## src/rtl/fifo_ram_ctrl.sv

```systemverilog
// Single-clock FIFO controller around an external simple dual-port RAM.
// Tracks occupancy, hides RAM read latency and presents a 4-entry output buffer.
module fifo_ram_ctrl #(
    parameter int unsigned DATA_WIDTH = 8,
    parameter int unsigned ADDR_WIDTH = 9,
    parameter string       OUTPUT_REG = "TRUE"
) (
    input  logic                  clk,
    input  logic                  rst_n,
    input  logic                  flush,
    input  logic                  in_valid,
    output logic                  in_ready,
    input  logic [DATA_WIDTH-1:0] in_data,
    output logic                  out_valid,
    input  logic                  out_ready,
    output logic [DATA_WIDTH-1:0] out_data,
    output logic                  ram_we,
    output logic [ADDR_WIDTH-1:0] ram_waddr,
    output logic [DATA_WIDTH-1:0] ram_wdata,
    output logic                  ram_re,
    output logic [ADDR_WIDTH-1:0] ram_raddr,
    input  logic [DATA_WIDTH-1:0] ram_rdata,
    output logic [ADDR_WIDTH:0]   level
);

    localparam int unsigned Lat = (OUTPUT_REG == "TRUE") ? 2 : 1;
    localparam logic [ADDR_WIDTH:0]   Full   = {1'b1, {ADDR_WIDTH{1'b0}}};
    localparam logic [ADDR_WIDTH:0]   CntOne = {{ADDR_WIDTH{1'b0}}, 1'b1};
    localparam logic [ADDR_WIDTH-1:0] PtrOne = {{(ADDR_WIDTH-1){1'b0}}, 1'b1};

    logic [ADDR_WIDTH-1:0] wptr_q, wptr_d, rptr_q, rptr_d;
    logic [ADDR_WIDTH:0]   ram_cnt_q, ram_cnt_d;
    logic [ADDR_WIDTH:0]   level_q, level_d;
    logic [Lat-1:0]        vpipe_q, vpipe_d;
    logic [DATA_WIDTH-1:0] buf_q [4];
    logic [1:0]            head_q, head_d, tail_q, tail_d;
    logic [2:0]            buf_cnt_q, buf_cnt_d;
    logic [1:0]            inflight, inflight_next;
    logic                  push, pop;

    function automatic logic [1:0] popcnt(input logic [Lat-1:0] v);
        logic [1:0] n;
        n = 2'd0;
        for (int unsigned i = 0; i < Lat; i++) begin
            n = n + {1'b0, v[i]};
        end
        return n;
    endfunction

    always_comb begin
        inflight  = popcnt(vpipe_q);
        in_ready  = (ram_cnt_q != Full);
        ram_we    = in_valid & in_ready & ~flush;
        // Credit check uses the registered buffer count; a same-cycle pop is not credited.
        ram_re    = ~flush & (ram_cnt_q != '0)
                    & (({1'b0, buf_cnt_q} + {2'b0, inflight}) < 4'd4);
        push      = vpipe_q[Lat-1];
        out_valid = (buf_cnt_q != 3'd0);
        pop       = out_valid & out_ready;
        ram_waddr = wptr_q;
        ram_wdata = in_data;
        ram_raddr = rptr_q;
        out_data  = buf_q[head_q];
        level     = level_q;
    end

    always_comb begin
        wptr_d    = wptr_q;
        rptr_d    = rptr_q;
        ram_cnt_d = ram_cnt_q;
        head_d    = head_q;
        tail_d    = tail_q;
        buf_cnt_d = buf_cnt_q;
        vpipe_d   = vpipe_q << 1;
        vpipe_d[0] = ram_re;

        if (ram_we) wptr_d = wptr_q + PtrOne;
        if (ram_re) rptr_d = rptr_q + PtrOne;

        unique case ({ram_we, ram_re})
            2'b10:   ram_cnt_d = ram_cnt_q + CntOne;
            2'b01:   ram_cnt_d = ram_cnt_q - CntOne;
            default: ram_cnt_d = ram_cnt_q;
        endcase

        if (push) tail_d = tail_q + 2'd1;
        if (pop)  head_d = head_q + 2'd1;

        unique case ({push, pop})
            2'b10:   buf_cnt_d = buf_cnt_q + 3'd1;
            2'b01:   buf_cnt_d = buf_cnt_q - 3'd1;
            default: buf_cnt_d = buf_cnt_q;
        endcase

        if (flush) begin
            wptr_d    = '0;
            rptr_d    = '0;
            ram_cnt_d = '0;
            vpipe_d   = '0;
            head_d    = '0;
            tail_d    = '0;
            buf_cnt_d = '0;
        end

        inflight_next = popcnt(vpipe_d);
        level_d = ram_cnt_d
                  + {{(ADDR_WIDTH-1){1'b0}}, inflight_next}
                  + {{(ADDR_WIDTH-2){1'b0}}, buf_cnt_d};
    end

    always_ff @(posedge clk or negedge rst_n) begin
        if (!rst_n) begin
            wptr_q    <= '0;
            rptr_q    <= '0;
            ram_cnt_q <= '0;
            level_q   <= '0;
            vpipe_q   <= '0;
            head_q    <= '0;
            tail_q    <= '0;
            buf_cnt_q <= '0;
            for (int i = 0; i < 4; i++) begin
                buf_q[i] <= '0;
            end
        end else begin
            wptr_q    <= wptr_d;
            rptr_q    <= rptr_d;
            ram_cnt_q <= ram_cnt_d;
            level_q   <= level_d;
            vpipe_q   <= vpipe_d;
            head_q    <= head_d;
            tail_q    <= tail_d;
            buf_cnt_q <= buf_cnt_d;
            if (push && !flush) begin
                buf_q[tail_q] <= ram_rdata;
            end
        end
    end

endmodule

```

## config.mk

```make
export PLATFORM = sky130hd
export DESIGN_NAME = fifo_ram_ctrl
export DESIGN_NICKNAME = d
export VERILOG_FILES = /design/src/rtl/fifo_ram_ctrl.sv
export SDC_FILE = /design/constraint.sdc
export NUM_CORES = 1
export LEC_CHECK = 0
export BUFFER_PORTS_ARGS = -buffer_cell sky130_fd_sc_hd__buf_2
export CORE_MARGIN = 4
export CORE_UTILIZATION = 57
export DETAILED_ROUTE_END_ITERATION = 6
export PLACE_DENSITY_LB_ADDON = 0.08
export SETUP_SLACK_MARGIN = 0.3
export SYNTH_ARGS = -nofsm -noshare
export SYNTH_HDL_FRONTEND = slang
export SYNTH_SLANG_ARGS = --single-unit
```

## constraint.sdc

```tcl
create_clock -name clk -period 5.4 [get_ports clk]
set_input_delay 0.27 -clock clk [delete_from_list [all_inputs] [get_ports clk]]
set_output_delay 0.27 -clock clk [all_outputs]
set_load 0.01 [all_outputs]
```

==> out/metrics.cfg <==
[drt]
wirelength_um=8350
drt_first_pass_iters=4
drt_iter0_drc=112
wl_per_cell_um=16.1
detail_route.vias_per_cell=5.57
vias=2883
antenna_left=0
post-route-drc-count=0

[place]
placed_cells_incl_taps=504
numPortBuffers=52
routabilityCongestion=0.840
postPlaceCellArea_um2=4520
minimum_setup_slack_after_placement_ps=705
place.detailed.hpwl_um=5960

[synth]
synth_edf_count=0
sequential_element_share_of_the_synthesized_area_pct=46.7
yosysWarnings=0
area_share_of_the_largest_cell_type_after_synthesis_pct=46.7
synth_top_flop_cell=sky130_fd_sc_hd__dfrtp_1
synthesized_cell_area_um2=4230
number_of_flip_flops_and_latches_in_the_synthesized_netlist=79
synth_top_area_cell=sky130_fd_sc_hd__dfrtp_1
synth.lib_cells_used.distinct=51
synth_most_common_cell=sky130_fd_sc_hd__dfrtp_1
post_synth_inst_count=370
ys_async_sr_fraction_pct=100
ys_top_cells_by_area=sky130_fd_sc_hd__dfrtp_1 (47%), sky130_fd_sc_hd__mux2_2 (9.1%), sky130_fd_sc_hd__ha_1 (6.8%)
synth_nets=418
top_post_synthesis_cells_by_count=sky130_fd_sc_hd__dfrtp_1 (79), sky130_fd_sc_hd__mux2_2 (34), sky130_fd_sc_hd__nor2_1 (31), sky130_fd_sc_hd__nand2_1 (26), sky130_fd_sc_hd__ha_1 (23)
syn_avg_cell_area_um2=11.4

[timing]
setup_violating_endpoint_count_in_the_final_report=0
slew_viol_final=0
rsz_0062_raised_after_global_routing=false
max_slew_margin_pct=35.5
timing.final.ws_setup_ps=679
finalCriticalPeriod_ps=4720
timing.clock.skew_ps=6.67
fmax_mhz=212
finalHoldViolations=0
timing.hold.ws_ps=61.8
worst-slew-pin-transition_ps=967
layout_worst_path_cycle_share_pct=87.4
setup-tns-final_ps=0

[finish]
final_layout_size_suffix_gt1_share_pct=27.7
synth_to_layout_area_growth_pct=11.2
final_nets=464
diodes=0
final_design_area_no_fill_um2=4700
layoutNonFillerInstCount=518
final_util_pct=65.2

[pwr]
total_leakage_power_nw=2.38
power.net_switching_uw=998
clock_power_share_pct=16.7
seq_power_share_pct=35.8
finalPower_mw=2.55
power.combinational.fraction_pct=47.5
internal_power_mw=1.55
switching_share_pct=39.1
powerDensity_nw_per_um2=542
ir_drop_mv=0.366

[critical_path]
end_kind=flip-flop
slowest_stage=sky130_fd_sc_hd__a2111oi_0
timing.critical_path.from_type=flip-flop
crit_path_cell_trace=ha_1 > a21o_1 > a2111oi_0 > ha_1 > inv_1 > fa_1 > xnor2_1 > nand2_1 > a21oi_1 > ha_1 > ha_1 > a21oi_1 > o21bai_1 > o2111a_1 > and3_1 > xor2_1
crit_fanout=9
largest_stage_delay_worst_path_ps=660
worstSetupPathType=flip-flop to flip-flop
cp.required_ps=5640
critical_path.most_common_cell=sky130_fd_sc_hd__ha_1
timing.critical_path.arrival_ps=4960
worst-path-buf-inv=1
worst_path_dominant_cell_family=adder cells

[clocking]
worst_setup_hold_path_clk_slew_ps=70
postCtsHoldBufs=0
clock_sinks=79
htreeDepth=3
cts_max_path_buffers=2
cell_at_the_root_of_the_clock_tree=sky130_fd_sc_hd__clkbuf_8
clk_latency_ps=350
post_cts_resized=0
cts_setup_buffers=0
cts_inserted_buffers=9
cts_tree=done

[grt]
grt_antenna_before_repair=0
grt_pass1_vias=2840
grt_max_degree=80
globalRouteOverflowTotal=0
grt_first_pass_wirelength_um=13800
groute.usage.overall_pct=20.4

[floorplanning]
initial_core_utilization_pct=58.6
floorplan.die.width_um=94.1
fp.coreArea_um2=7210
fp.dieArea_um2=8860
number_of_rows_in_the_core_area=31
top_level_ports=69
floorplan.die.height_um=94.1

[flow_run]
cap_viol_max_count=0

[min_path]
timing.hold.worst.class=primary input to async pin

[outcome]
outcome=finished clean

-- layer usage --
metal / global-route usage (%) / up-vias / share of wire (%)
li1: - / 1384 / -
met1: 27.5 / 1424 / 47
met2: 32.3 / 60 / 48
met3: 4.57 / 15 / 4.0
met4: 7.58 / 0 / 1.6
met5: 0 / - / 0
-- placed cells by master, fill, tap and decap left out, drive strengths merged, types with 2 or more instances in the layout --
| master | Yosys | final |
|---|---|---|
| a21oi | 20 | 20 |
| clkinv | 2 | 4 |
| and3 | 6 | 6 |
| nand2 | 26 | 26 |
| xnor2 | 13 | 13 |
| or3 | 5 | 5 |
| inv | 21 | 21 |
| ha | 23 | 23 |
| o21bai | 2 | 2 |
| buf | 11 | 52 |
| nor3 | 6 | 6 |
| o2111a | 2 | 2 |
| a21o | 5 | 5 |
| fa | 4 | 4 |
| xor2 | 12 | 12 |
| nor2b | 6 | 6 |
| mux4 | 8 | 8 |
| nand2b | 2 | 2 |
| mux2 | 34 | 34 |
| clkbuf | 6 | 10 |
| nor2 | 31 | 31 |
| dfrtp | 79 | 79 |
| nand3 | 3 | 3 |
| o211a | 2 | 2 |
| o21ai | 10 | 10 |
| a2111oi | 2 | 2 |
| nand4 | 9 | 9 |
| and2 | 3 | 3 |
| mux2i | 3 | 3 |
| o211ai | 2 | 2 |
-- final cells by class --
type,count,area [µm²]
inverters,23,86.3
clock inverters,4,47.5
fillers,595,2510
repair buffers,52,263
well taps,99,124
multi-input cells,251,2070
clock buffers,10,138
flip-flops and latches,79,1980
-- cell families (layout without fill, tap and decap cells) --
group | after synthesis | count (layout) | share of synthesized area (%)
buffers and inverters | 40 | 89 | 4.32
multiplexers | 45 | 45 | 14.0
adder cells (fa/ha/maj) | 27 | 27 | 8.70
AO/OA/AOI/OAI | 52 | 52 | 9.05
AND/OR/NAND/NOR | 102 | 102 | 12.0
flip-flops | 79 | 79 | 46.7
XOR/XNOR | 25 | 25 | 5.18
-- worst register-to-register path: stages, from the launching register on --
cell	delay, ps
sky130_fd_sc_hd__dfrtp_1	440
sky130_fd_sc_hd__ha_1	290
sky130_fd_sc_hd__a21o_1	210
sky130_fd_sc_hd__a2111oi_0	660
sky130_fd_sc_hd__ha_1	470
sky130_fd_sc_hd__inv_1	140
sky130_fd_sc_hd__fa_1	470
sky130_fd_sc_hd__xnor2_1	200
sky130_fd_sc_hd__nand2_1	80
sky130_fd_sc_hd__a21oi_1	210
sky130_fd_sc_hd__ha_1	270
sky130_fd_sc_hd__ha_1	340
sky130_fd_sc_hd__a21oi_1	240
sky130_fd_sc_hd__o21bai_1	120
sky130_fd_sc_hd__o2111a_1	160
sky130_fd_sc_hd__and3_1	180
sky130_fd_sc_hd__xor2_1	130
-- power groups by stage --
stage / sequential, mW / clock (mW) / combinational [mW]
2_1_floorplan: 0.891 / 0 / 0.913
3_3_place_gp: 0.922 / 0 / 1.18
3_5_place_dp: 0.927 / 0 / 1.21
4_1_cts: 0.916 / 0.439 / 1.22
5_1_grt: 0.938 / 0.468 / 1.34
6_report: 0.914 / 0.427 / 1.21
-- final timing paths --
check	from	to	slack [ps]	depth (start not counted)
max reg2reg	buf_cnt_q[0]	level[9]	680	16
min reg2reg	ram_raddr[7]	ram_raddr[7]	500	1
max in group asynchronous	rst_n	ram_cnt_q[0]	4710	1
min in group clk	ram_rdata[2]	buf_q[2]	190	2
min	rst_n	buf_q[22]	60	1
max	buf_cnt_q[0]	level[9]	680	16
-- flip-flops by register name, summed over array words and instances (netlist names) --
register,cells
buf_cnt_q,3
buf_q,32
head_q,2
level,10
ram_cnt_q,10
ram_raddr,9
ram_waddr,9
tail_q,2
vpipe_q,2
(Power assumes the default switching activity.)
